==> src/rtl/seg7_pkg.sv <==
// ============================================================================
// Module      : seg7_pkg
// Description : Shared constants for the seven-segment display drivers.
// Revision    : 1.0 - initial release
// ============================================================================
`default_nettype none

package seg7_pkg;

    localparam int         IDX_W     = 2;
    localparam logic [6:0] SEG_BLANK = 7'h7F;
    localparam logic [3:0] AN_OFF    = 4'hF;

    // Active-low {g,f,e,d,c,b,a}; element n is the pattern for hex digit n.
    localparam logic [15:0][6:0] SEG_HEX = {
        7'b0001110,  // F
        7'b0000110,  // E
        7'b0100001,  // d
        7'b1000110,  // C
        7'b0000011,  // b
        7'b0001000,  // A
        7'b0010000,  // 9
        7'b0000000,  // 8
        7'b1111000,  // 7
        7'b0000010,  // 6
        7'b0010010,  // 5
        7'b0011001,  // 4
        7'b0110000,  // 3
        7'b0100100,  // 2
        7'b1111001,  // 1
        7'b1000000   // 0
    };

endpackage

`default_nettype wire

==> src/rtl/hex_to_seg7.sv <==
// ============================================================================
// Module      : hex_to_seg7
// Description : Combinational nibble to active-low seven-segment decoder.
// Revision    : 1.0 - initial release
// ============================================================================
`default_nettype none

module hex_to_seg7
    import seg7_pkg::*;
(
    input  logic [3:0] nib,
    output logic [6:0] seg
);

    assign seg = SEG_HEX[nib];

endmodule

`default_nettype wire

==> src/rtl/seg7_scan_driver.sv <==
// ============================================================================
// Module      : seg7_scan_driver
// Description : Four-digit multiplexed seven-segment driver with optional
//               leading-zero blanking and decimal points.
// Revision    : 1.0 - initial release
// ============================================================================
`default_nettype none

module seg7_scan_driver
    import seg7_pkg::*;
#(
    parameter int REFRESH_DIV = 100_000
)(
    input  logic        clk,
    input  logic        reset,
    input  logic        en,
    input  logic        load,
    input  logic [15:0] din,
    input  logic [3:0]  dp_in,
    input  logic        blank_lz,
    output logic [3:0]  an,
    output logic [6:0]  seg,
    output logic        dp
);

    localparam int               CNT_W      = $clog2(REFRESH_DIV);
    localparam logic [CNT_W-1:0] c_cnt_last = CNT_W'(REFRESH_DIV - 1);

    logic [CNT_W-1:0] r_cnt;
    logic [IDX_W-1:0] r_idx;
    logic [15:0]      r_dat;
    logic [3:0]       r_dpl;
    logic [3:0]       r_an;
    logic [6:0]       r_seg;
    logic             r_dp;

    logic [3:0]       w_nib;
    logic [6:0]       w_dec_seg;
    logic [3:0]       w_zero;
    logic [3:0]       w_lead_zero;
    logic             w_blank;
    logic [3:0]       w_an;
    logic [6:0]       w_seg;
    logic             w_dp;

    for (genvar k = 0; k < 4; k++) begin : g_zero
        assign w_zero[k] = (r_dat[4*k +: 4] == 4'h0);
    end

    // Digit k is a leading zero only if it and every digit above it are zero.
    assign w_lead_zero[3] = w_zero[3];
    assign w_lead_zero[2] = w_zero[3] & w_zero[2];
    assign w_lead_zero[1] = w_zero[3] & w_zero[2] & w_zero[1];
    assign w_lead_zero[0] = 1'b0;

    assign w_nib   = r_dat[{r_idx, 2'b00} +: 4];
    assign w_blank = blank_lz & w_lead_zero[r_idx];

    hex_to_seg7 u_dec (
        .nib (w_nib),
        .seg (w_dec_seg)
    );

    always_comb begin
        w_an  = AN_OFF;
        w_seg = SEG_BLANK;
        w_dp  = 1'b1;
        if (en) begin
            w_an  = ~(4'b0001 << r_idx);
            w_seg = w_blank ? SEG_BLANK : w_dec_seg;
            w_dp  = ~r_dpl[r_idx];
        end
    end

    always_ff @(posedge clk) begin
        if (reset) begin
            r_cnt <= '0;
            r_idx <= '0;
            r_dat <= '0;
            r_dpl <= '0;
            r_an  <= AN_OFF;
            r_seg <= SEG_BLANK;
            r_dp  <= 1'b1;
        end else begin
            if (r_cnt == c_cnt_last) begin
                r_cnt <= '0;
                r_idx <= r_idx + 1'b1;
            end else begin
                r_cnt <= r_cnt + 1'b1;
            end
            if (load) begin
                r_dat <= din;
                r_dpl <= dp_in;
            end
            r_an  <= w_an;
            r_seg <= w_seg;
            r_dp  <= w_dp;
        end
    end

    assign an  = r_an;
    assign seg = r_seg;
    assign dp  = r_dp;

endmodule

`default_nettype wire

==> config.mk <==
export PLATFORM = sky130hd
export DESIGN_NAME = seg7_scan_driver
export DESIGN_NICKNAME = d
export VERILOG_FILES = /design/src/rtl/seg7_pkg.sv /design/src/rtl/hex_to_seg7.sv /design/src/rtl/seg7_scan_driver.sv
export SDC_FILE = /design/constraint.sdc
export NUM_CORES = 1
export LEC_CHECK = 0
export CORE_MARGIN = 2
export CORE_UTILIZATION = 24
export DETAILED_ROUTE_END_ITERATION = 7
export MAX_ROUTING_LAYER = met4
export PLACE_DENSITY = 0.53
export RECOVER_POWER = 50
export SKIP_CTS_REPAIR_TIMING = 1
export SLEW_MARGIN = 20
export SYNTH_ARGS = -nofsm -noshare
export SYNTH_HDL_FRONTEND = slang
export SYNTH_SLANG_ARGS = --single-unit
==> constraint.sdc <==
create_clock -name clk -period 2.5 [get_ports clk]
set_clock_uncertainty 0.05 [all_clocks]
set_input_delay 0.375 -clock clk [delete_from_list [all_inputs] [get_ports clk]]
set_output_delay 0.375 -clock clk [all_outputs]
set_load 0.05 [all_outputs]
==> results of run 1 <==
-- how the worst min path moves through the flow --
stage	start	endpoint	slack, ns	cells past startpoint
2_1_floorplan	r_cnt[0]	r_cnt[0]	0.38	1
3_3_place_gp	r_cnt[0]	r_cnt[0]	0.40	1
6_report	r_cnt[0]	r_cnt[0]	0.43	1
5_1_grt	r_cnt[0]	r_cnt[0]	0.45	1
3_5_place_dp	r_cnt[0]	r_cnt[0]	0.41	1
4_1_cts	r_cnt[0]	r_cnt[0]	0.43	1
-- power breakdown --
group | switching [uW] | leakage (uW) | internal [uW] | total [uW]
Clock | 260 | 0.0000422 | 197 | 457
Sequential | 23.8 | 0.000418 | 844 | 868
Combinational | 109 | 0.000658 | 102 | 211
Total | 393 | 0.00112 | 1140 | 1540
-- per-stage QoR --
step	hold WS [ns]	setup WS (ns)	cells
5_1_grt	0.4473	0.03005	412
3_3_place_gp	0.3951	0.3490	404
4_1_cts	0.4309	0.2437	412
2_1_floorplan	0.3796	0.3710	245
3_5_place_dp	0.4107	0.2727	404
6_report	0.4272	0.2540	412
-- flip-flops by register name (all words and copies together) (netlist names) --
| name | flops |
|---|---|
| an | 4 |
| dp | 1 |
| r_cnt | 17 |
| r_dat | 16 |
| r_dpl | 4 |
| r_idx | 2 |
| seg | 7 |
-- kinds of logic (layout without fill, tap and decap cells) --
| family | after synthesis | after routing | share of synthesized area |
|---|---|---|---|
| muxes | 33 | 33 | 0.1646 |
| buffers and inverters | 24 | 58 | 0.04992 |
| DFF | 51 | 51 | 0.4334 |
| adders and majority gates | 11 | 11 | 0.05842 |
| and+or+nand+nor | 93 | 93 | 0.1838 |
| xor gates and xnor gates | 18 | 18 | 0.06691 |
| AOI/OAI and AO/OA | 15 | 15 | 0.04302 |
-- critical path: stages (launching register included) --
cell	delay (ns)
dfxtp_1	0.60
mux4_2	0.64
inv_1	0.14
ha_1	0.30
mux2i_1	0.11
nand2_1	0.08
o221ai_1	0.10
o21ai_0	0.16
-- metal layers --
metal  track usage  part of all wire  vias to the layer above
met2        0.1404              0.43                       38
met1        0.1376              0.51                      747
li1              -                 -                      897
met3       0.02644             0.046                        7
met5             -                 0                        -
met4       0.04251             0.019                        0
-- synthesized netlist by cell type (all sizes together) --
library cell | number | area [sq um]
a31oi | 3 | 18.77
or3 | 1 | 6.260
nor4 | 3 | 18.77
mux2 | 3 | 33.78
dfxtp | 51 | 1021
nor4b | 1 | 8.760
o211ai | 3 | 22.52
nand4 | 3 | 18.77
nand3 | 9 | 45.04
nand2 | 20 | 75.07
o21ai | 4 | 20.02
and2 | 1 | 6.260
or2 | 1 | 6.260
a22oi | 3 | 22.52
nor3 | 4 | 25.02
xor2 | 14 | 122.6
and4 | 2 | 18.77
xnor2 | 4 | 35.03
and3 | 2 | 13.77
clkbuf | 7 | 26.28
or4b | 1 | 10.01
o221ai | 2 | 17.52
mux2i | 26 | 264.0
mux4 | 4 | 90.09
nor3b | 1 | 7.510
nor2b | 1 | 6.260
inv | 10 | 37.54
buf | 7 | 53.80
nor2 | 42 | 157.7
ha | 11 | 137.6
nand4b | 1 | 8.760
-- layout make-up --
type | instances | area (sq um)
Timing Repair Buffer | 40 | 382.9
Sequential cell | 51 | 1021
Tap cell | 133 | 166.4
Fill cell | 1043 | 6733
Inverter | 10 | 37.54
Clock inverter | 1 | 5.005
Multi-Input combinational cell | 170 | 1217
Clock buffer | 7 | 76.32
==> metrics.md, run 1 <==
| Metric | Value |
|---|---|
| Crit path capture | `seg[0]` |
| Layout area overhead | `23.37%` |
| Detail Placement HPWL | `3593 um` |
| Design area | `2907 sq um` |
| Site Rows | `36` |
| Die height | `103.1 um` |
| CTS sink cnt | `a little over 50` |
| R2R Path End | `seg[0]` |
| Yosys reg bits | `51` |
| Worst VDD drop | `0.0002119 V` |
| Overflow after GRT | `0` |
| CTS tree | `built` |
| Drt via density | `~4.1` |
| Avg Inst Size Synth | `between 9 and 10 sq um` |
| Total power | `1536 uW` |
| Commonest non-fill, non-tap cell in the layout | `dfxtp_1` |
| Die area | `10,630 sq um` |
| Achievable clock frequency | `445.2 MHz` |
| CTS clk-pin slew, worst paths | `0.09 ns` |
| CP Data Required Time | `~2.7 ns` |
| I/O Pins | `37` |
| Min Tclk post-route | `2.246 ns` |
| Slew headroom | `0.2955` |
| R2r setup slk | `0.25 ns` |
| Remaining DRCs | `0` |
| Post-place instance area | `2833 sq um` |
| Seq/Total Area, Yosys | `0.4334` |
| GPL Wtd Cong | `between 0.7 and 0.8` |
| Netlist cell types | `38` |
| Vias in the first global route | `approximately 1,600` |
| Initial DRT Pass Iterations | `4` |
| Total of max-cap violations | `0` |
| Syn Inst Count | `between 200 and 250` |
| Number of diodes | `0` |
| Clk buf depth | `2` |
| WL/cell | `11.60 um` |
| Global-route wire length before repair | `between 7000 and 8000 um` |
| Total track usage | `0.1009` |
| IO Port Bufs | `36` |
| ANT nets after route | `0` |
| Nets | `314` |
| CP Class | `reg2reg` |
| Core area | `9639 sq um` |
| Fin Setup TNS | `0 ns` |
| Period utilization | `0.8984` |
| Startpoint Class | `register` |
| Synth Net Count | `between 200 and 300` |
| Worst EP arrival | `2.43 ns` |
| Outcome | `finished clean` |
| Initial antenna violation count | `0` |
| Via count | `1,689` |
| Synth Cell Area | `2356 sq um` |
| Share of layout cells above drive strength 1 | `0.06810` |
| Pwr Density | `528.5 nW/um^2` |
| Routed WL | `4778 um` |
| Most frequent cells in the layout | `dfxtp_1 (51), nor2_1 (42), clkdlybuf4s50_1 (34), mux2i_1 (25), nand2_1 (20)` |
| RR Startpoint | `r_idx[0]` |
| DRT iter0 DRCs | `88` |
| Die width | `between 100 and 150 um` |
| H-tree Lvls | `2` |
| Final Max Tran Viols | `0` |
| Worst setup EP type | `register` |
| Reg2reg path depth | `7` |
| Crit path max fanout | `11` |
| Leak | `0.001118 uW` |
| Hold WC Path Type | `reg2reg` |
| Final Hold Vio Count | `0` |
| Finish-stage setup viols | `0` |
| Setup crit start | `r_idx[0]` |
| RSZ-0062 raised after global routing | `false` |
| Synth Warn # | `0` |
| CTS Buf Count | `5` |
| Clock latency on the worst-skew pair | `0.30 ns` |
| Effective utilization at floorplan | `0.2444` |
| Clk root buf | `clkbuf_8` |
| Slew at the pin closest to its max-slew limit | `about 1.1 ns` |
| Largest net degree at the start of global routing | `26` |
| Post-Route Utilization | `0.3015` |
Note: power is estimated with default switching activity, not from simulation.
==> run 2: changes to the inputs <==
--- a/config.mk
+++ b/config.mk
@@ -5,6 +5,7 @@
 export SDC_FILE = /design/constraint.sdc
 export NUM_CORES = 1
 export LEC_CHECK = 0
+export CORE_ASPECT_RATIO = 1.4
 export CORE_MARGIN = 2
 export CORE_UTILIZATION = 24
 export DETAILED_ROUTE_END_ITERATION = 7
==> metrics.md, run 2 (synthesized netlist as in run 1, its figures left out) <==
| Metric | Value |
|---|---|
| Layout area overhead | `27.77%` |
| WL/cell | `roughly 12 um` |
| Fin Setup TNS | `0 ns` |
| Clk root buf | `clkbuf_16` |
| Worst path top cell family by delay | `multiplexers` |
| Global-route wire length before repair | `8073 um` |
| Total track usage | `0.1014` |
| Finish-stage setup viols | `0` |
| Reg area | `a little over 1000 sq um` |
| Effective utilization at floorplan | `0.2477` |
| Site Rows | `42` |
| Overflow after GRT | `0` |
| Die area | `10,640 sq um` |
| Reg2reg path depth | `7` |
| Worst VDD drop | `0.0002694 V` |
| Sequential share of power | `0.467` |
| Outcome | `finished clean` |
| Min-Delay Endpoint | `r_cnt[0]` |
| Routed WL | `4792 um` |
| Die width | `87.74 um` |
| CTS Buf Count | `5` |
| Multi-input logic area | `1217 sq um` |
| Detail Placement HPWL | `3679 um` |
| Min-Delay Startpoint | `r_cnt[0]` |
| Worst setup EP type | `register` |
| Achievable clock frequency | `488.7 MHz` |
| Post-Route Utilization | `0.3165` |
| Die height | `121.2 um` |
| Drt via density | `4.179` |
| Initial antenna violation count | `0` |
| Crit path max fanout | `6` |
| Switch share | `0.2350` |
| R2r setup slk | `0.45 ns` |
| Most flop-heavy register | `r_cnt` |
| RSZ-0062 raised after global routing | `false` |
| Slowest CP cell | `mux4_2` |
| DRT iter0 DRCs | `74` |
| Remaining DRCs | `0` |
| Pwr Density | `617.1 nW/um^2` |
| Final Hold Vio Count | `0` |
| Most frequent cells in the layout | `dfxtp_1 (51), nor2_1 (42), clkdlybuf4s50_1 (33), mux2i_1 (25), nand2_1 (20)` |
| Startpoint Class | `register` |
| RR Startpoint | `r_idx[0]` |
| H-tree Lvls | `2` |
| Number of diodes | `0` |
| Share of layout cells above drive strength 1 | `0.08185` |
| CP Class | `reg2reg` |
| I/O Pins | `37` |
| Clock latency on the worst-skew pair | `0.29 ns` |
| Vias in the first global route | `~1,700` |
| CP Data Required Time | `2.67 ns` |
| R2R Path End | `seg[0]` |
| Slew at the pin closest to its max-slew limit | `1.008 ns` |
| IO Port Bufs | `36` |
| Combinational Power Share | `0.112` |
| Worst Hold Slack | `0.4188 ns` |
| Leak | `0.001169 uW` |
| Filler cells | `1,005` |
| CTS sink cnt | `51` |
| GPL Wtd Cong | `just under 0.8` |
| Power share of the clock group | `0.421` |
| P_int | `1421 uW` |
| Hold WC Path Type | `reg2reg` |
| WHS Path Cells | `1` |
| Largest net degree at the start of global routing | `25` |
| Clk buf depth | `2` |
| Crit path largest cell delay | `0.61 ns` |
| Worst Path Buf+Inv | `1` |
| CP Cell Sequence | `mux4_2 -> inv_1 -> ha_1 -> mux2i_1 -> nand2_1 -> o221ai_1 -> o21ai_0` |
| Total of max-cap violations | `0` |
| Worst EP arrival | `2.22 ns` |
| Net switching power | `436.5 uW` |
| Final Max Tran Viols | `0` |
| Core area | `9512 sq um` |
| Via count | `~1,700` |
| Commonest non-fill, non-tap cell in the layout | `dfxtp_1` |
| CTS clk-pin slew, worst paths | `0.07 ns` |
| Total power | `~1900 uW` |
| Nets | `316` |
| Slew headroom | `0.3278` |
| Max reg flops | `17` |
| CTS tree | `built` |
| Initial DRT Pass Iterations | `4` |
| ANT nets after route | `0` |
| Period utilization | `0.8185` |
| Min Tclk post-route | `2.046 ns` |
run 2: changes by cell type in the layout (fill, tap and decap cells not counted), sizes merged:
cell           change
bufinv             +1
clkbuf             -2
dlygate4sd3        +1
clkinvlp           +1
clkdlybuf4s50      -1
clkinv             -1
inv                +1
buf                +2
run 2: how the worst max path moves through the flow:
| stage | to | from | cells after the start | slack [ns] |
|---|---|---|---|---|
| after floorplan | seg[0] | r_idx[0] | 9 | 0.37 |
| after global placement | seg[2] | en | 5 | 0.46 |
| after detailed placement | seg[2] | reset | 5 | 0.42 |
| after CTS | seg[0] | r_idx[0] | 7 | 0.41 |
| after global routing | seg[0] | r_idx[0] | 7 | 0.27 |
| final | seg[0] | r_idx[0] | 7 | 0.45 |
run 2: stage by stage:
step | setup WS [ns] | std cells | instance area, sq um
6_report | 0.4537 | 413 | 3010
4_1_cts | 0.4090 | 413 | 3018
2_1_floorplan | 0.3710 | 245 | 2356
3_3_place_gp | 0.4648 | 405 | 2846
3_5_place_dp | 0.4226 | 405 | 2846
5_1_grt | 0.2716 | 413 | 3010
run 2: final cells by class:
cell class	instances	share of cell area
Multi-Input combinational cell	170	0.4044
Tap cell	132	0.05486
Inverter	10	0.01247
Sequential cell	51	0.3392
Clock inverter	3	0.01538
Clock buffer	5	0.04156
Timing Repair Buffer	42	0.1322
run 2: routing by layer:
metal,vias up,GRT usage,routed length (um)
met2,26,0.1700,2576
met1,798,0.1117,1950
met4,0,0.04327,91
met5,-,-,0
li1,896,-,-
met3,6,0.02721,174
run 2: power by group through the flow:
stage	combinational (uW)	sequential [uW]	clock, uW
3_5_place_dp	214	887	0
4_1_cts	215	868	814
2_1_floorplan	109	910	0
3_3_place_gp	212	887	0
6_report	208	868	782
5_1_grt	229	873	846
==> run 3: changes to the inputs <==
==> constraint.sdc (replaced) <==
create_clock -name clk -period 1.9 [get_ports clk]
set_clock_uncertainty 0.05 [all_clocks]
set_input_delay 0.285 -clock clk [delete_from_list [all_inputs] [get_ports clk]]
set_output_delay 0.285 -clock clk [all_outputs]
set_load 0.05 [all_outputs]
==> metrics.md, run 3 (synthesized netlist as in run 1, its figures left out) <==
| Metric | Value |
|---|---|
| Most flop-heavy register | `r_cnt` |
| GPL Wtd Cong | `0.7696` |
| Layout area overhead | `31.33%` |
| CTS clk-pin slew, worst paths | `0.07 ns` |
| Overflow after GRT | `0` |
| Crit path largest cell delay | `0.59 ns` |
| Final non-filler cell total | `between 400 and 500` |
| Core area | `9512 sq um` |
| Nets | `325` |
| Startpoint Class | `register` |
| I/O Pins | `37` |
| Die area | `about 11,000 sq um` |
| ANT nets after route | `0` |
| Min Tclk post-route | `1.784 ns` |
| Vias in the first global route | `1,736` |
| WL/cell | `11.53 um` |
| Slew at the pin closest to its max-slew limit | `just over 0.5 ns` |
| Max reg flops | `17` |
| Achievable clock frequency | `560.4 MHz` |
| Effective utilization at floorplan | `0.2477` |
| Slew headroom | `0.6624` |
| Number of diodes | `0` |
| Detail Placement HPWL | `3751 um` |
| Total track usage | `0.1031` |
| DP Cell Count | `412` |
| Slowest CP cell | `mux4_2` |
| CTS tree | `built` |
| CP Class | `reg2reg` |
| Worst setup margin | `0.1156 ns` |
| R2r setup slk | `0.12 ns` |
| CP Cell Sequence | `mux4_2 -> ha_4 -> mux2i_1 -> nand2_1 -> o221ai_1 -> o21ai_1` |
| Fin Setup TNS | `0 ns` |
| Hold WC Path Type | `reg2reg` |
| Die height | `121.2 um` |
| Leak | `0.001222 uW` |
| Setup WS pre-CTS | `0.04482 ns` |
| Site Rows | `42` |
| Worst Hold Slack | `0.4199 ns` |
| IO Port Bufs | `36` |
| Final Max Tran Viols | `0` |
| Final Hold Vio Count | `0` |
| H-tree Lvls | `2` |
| Remaining DRCs | `0` |
| Worst setup EP type | `register` |
| Worst EP arrival | `1.91 ns` |
| Largest net degree at the start of global routing | `26` |
| DRT iter0 DRCs | `59` |
| Outcome | `finished clean` |
| Drt via density | `4.227` |
| Period utilization | `0.9392` |
| Initial DRT Pass Iterations | `4` |
| Global-route wire length before repair | `8211 um` |
| Via count | `1,784` |
| Clock latency on the worst-skew pair | `0.29 ns` |
| CTS sink cnt | `51` |
| CP Data Required Time | `2.03 ns` |
| CTS Buf Count | `5` |
| Clk buf depth | `2` |
| Crit path max fanout | `6` |
| Commonest non-fill, non-tap cell in the layout | `dfxtp_1` |
| Total of max-cap violations | `0` |
| Share of layout cells above drive strength 1 | `0.1276` |
| Routed WL | `4864 um` |
| Pwr Density | `749.8 nW/um^2` |
| Die width | `87.74 um` |
| Initial antenna violation count | `0` |
| Worst VDD drop | `0.0003469 V` |
| Clk root buf | `clkbuf_16` |
| Finish-stage setup viols | `0` |
| RSZ-0062 raised after global routing | `false` |
| Most frequent cells in the layout | `dfxtp_1 (50), nor2_1 (42), clkdlybuf4s50_1 (35), mux2i_1 (25), nand2_1 (20)` |
[run 3: stage by stage]
step,power [uW],util,area (sq um)
2_1_floorplan,1343,-,2385
3_3_place_gp,1462,0.3091,2940
3_5_place_dp,1466,0.3091,2940
4_1_cts,2355,0.3240,3082
5_1_grt,2425,0.3253,3094
6_report,2320,0.3253,3094
[run 3: final timing paths]
| check | startpoint | to | cells after the start |
|---|---|---|---|
| setup / recovery | r_idx[0] | seg[0] | 6 |
| hold reg to reg | r_cnt[0] | r_cnt[0] | 1 |
| setup reg to reg | r_idx[0] | seg[0] | 6 |
| hold / removal | r_cnt[0] | r_cnt[0] | 1 |
[run 3: power by group]
group	internal [uW]	switching, uW	total (uW)
Combinational	151	150	301
Clock	487	394	881
Sequential	1110	28.6	1140
[run 3: area by class of cell]
class / count / area [sq um]
Timing Repair Buffer: 51 / 495.5
Fill cell: 1001 / 6417
Inverter: 10 / 40.04
Tap cell: 132 / 165.2
Clock buffer: 6 / 128.9
Clock inverter: 2 / 12.51
Sequential cell: 51 / 1025
Multi-Input combinational cell: 170 / 1227
[run 3: worst max-delay path, delay by kind of cell (launching register included)]
| kind | cells | cell delay [ns] |
|---|---|---|
| AOI/OAI and AO/OA | 2 | 0.24 |
| and+or+nand+nor | 1 | 0.07 |
| muxes | 2 | 0.72 |
| adders and majority gates | 1 | 0.22 |
| DFF | 1 | 0.37 |
[run 3: layer usage]
| layer | global-route usage | routed length [um] |
|---|---|---|
| met1 | 0.1130 | 2028 |
| met2 | 0.1766 | 2571 |
| met5 | - | 0 |
| met3 | 0.02381 | 171 |
| met4 | 0.04327 | 93 |
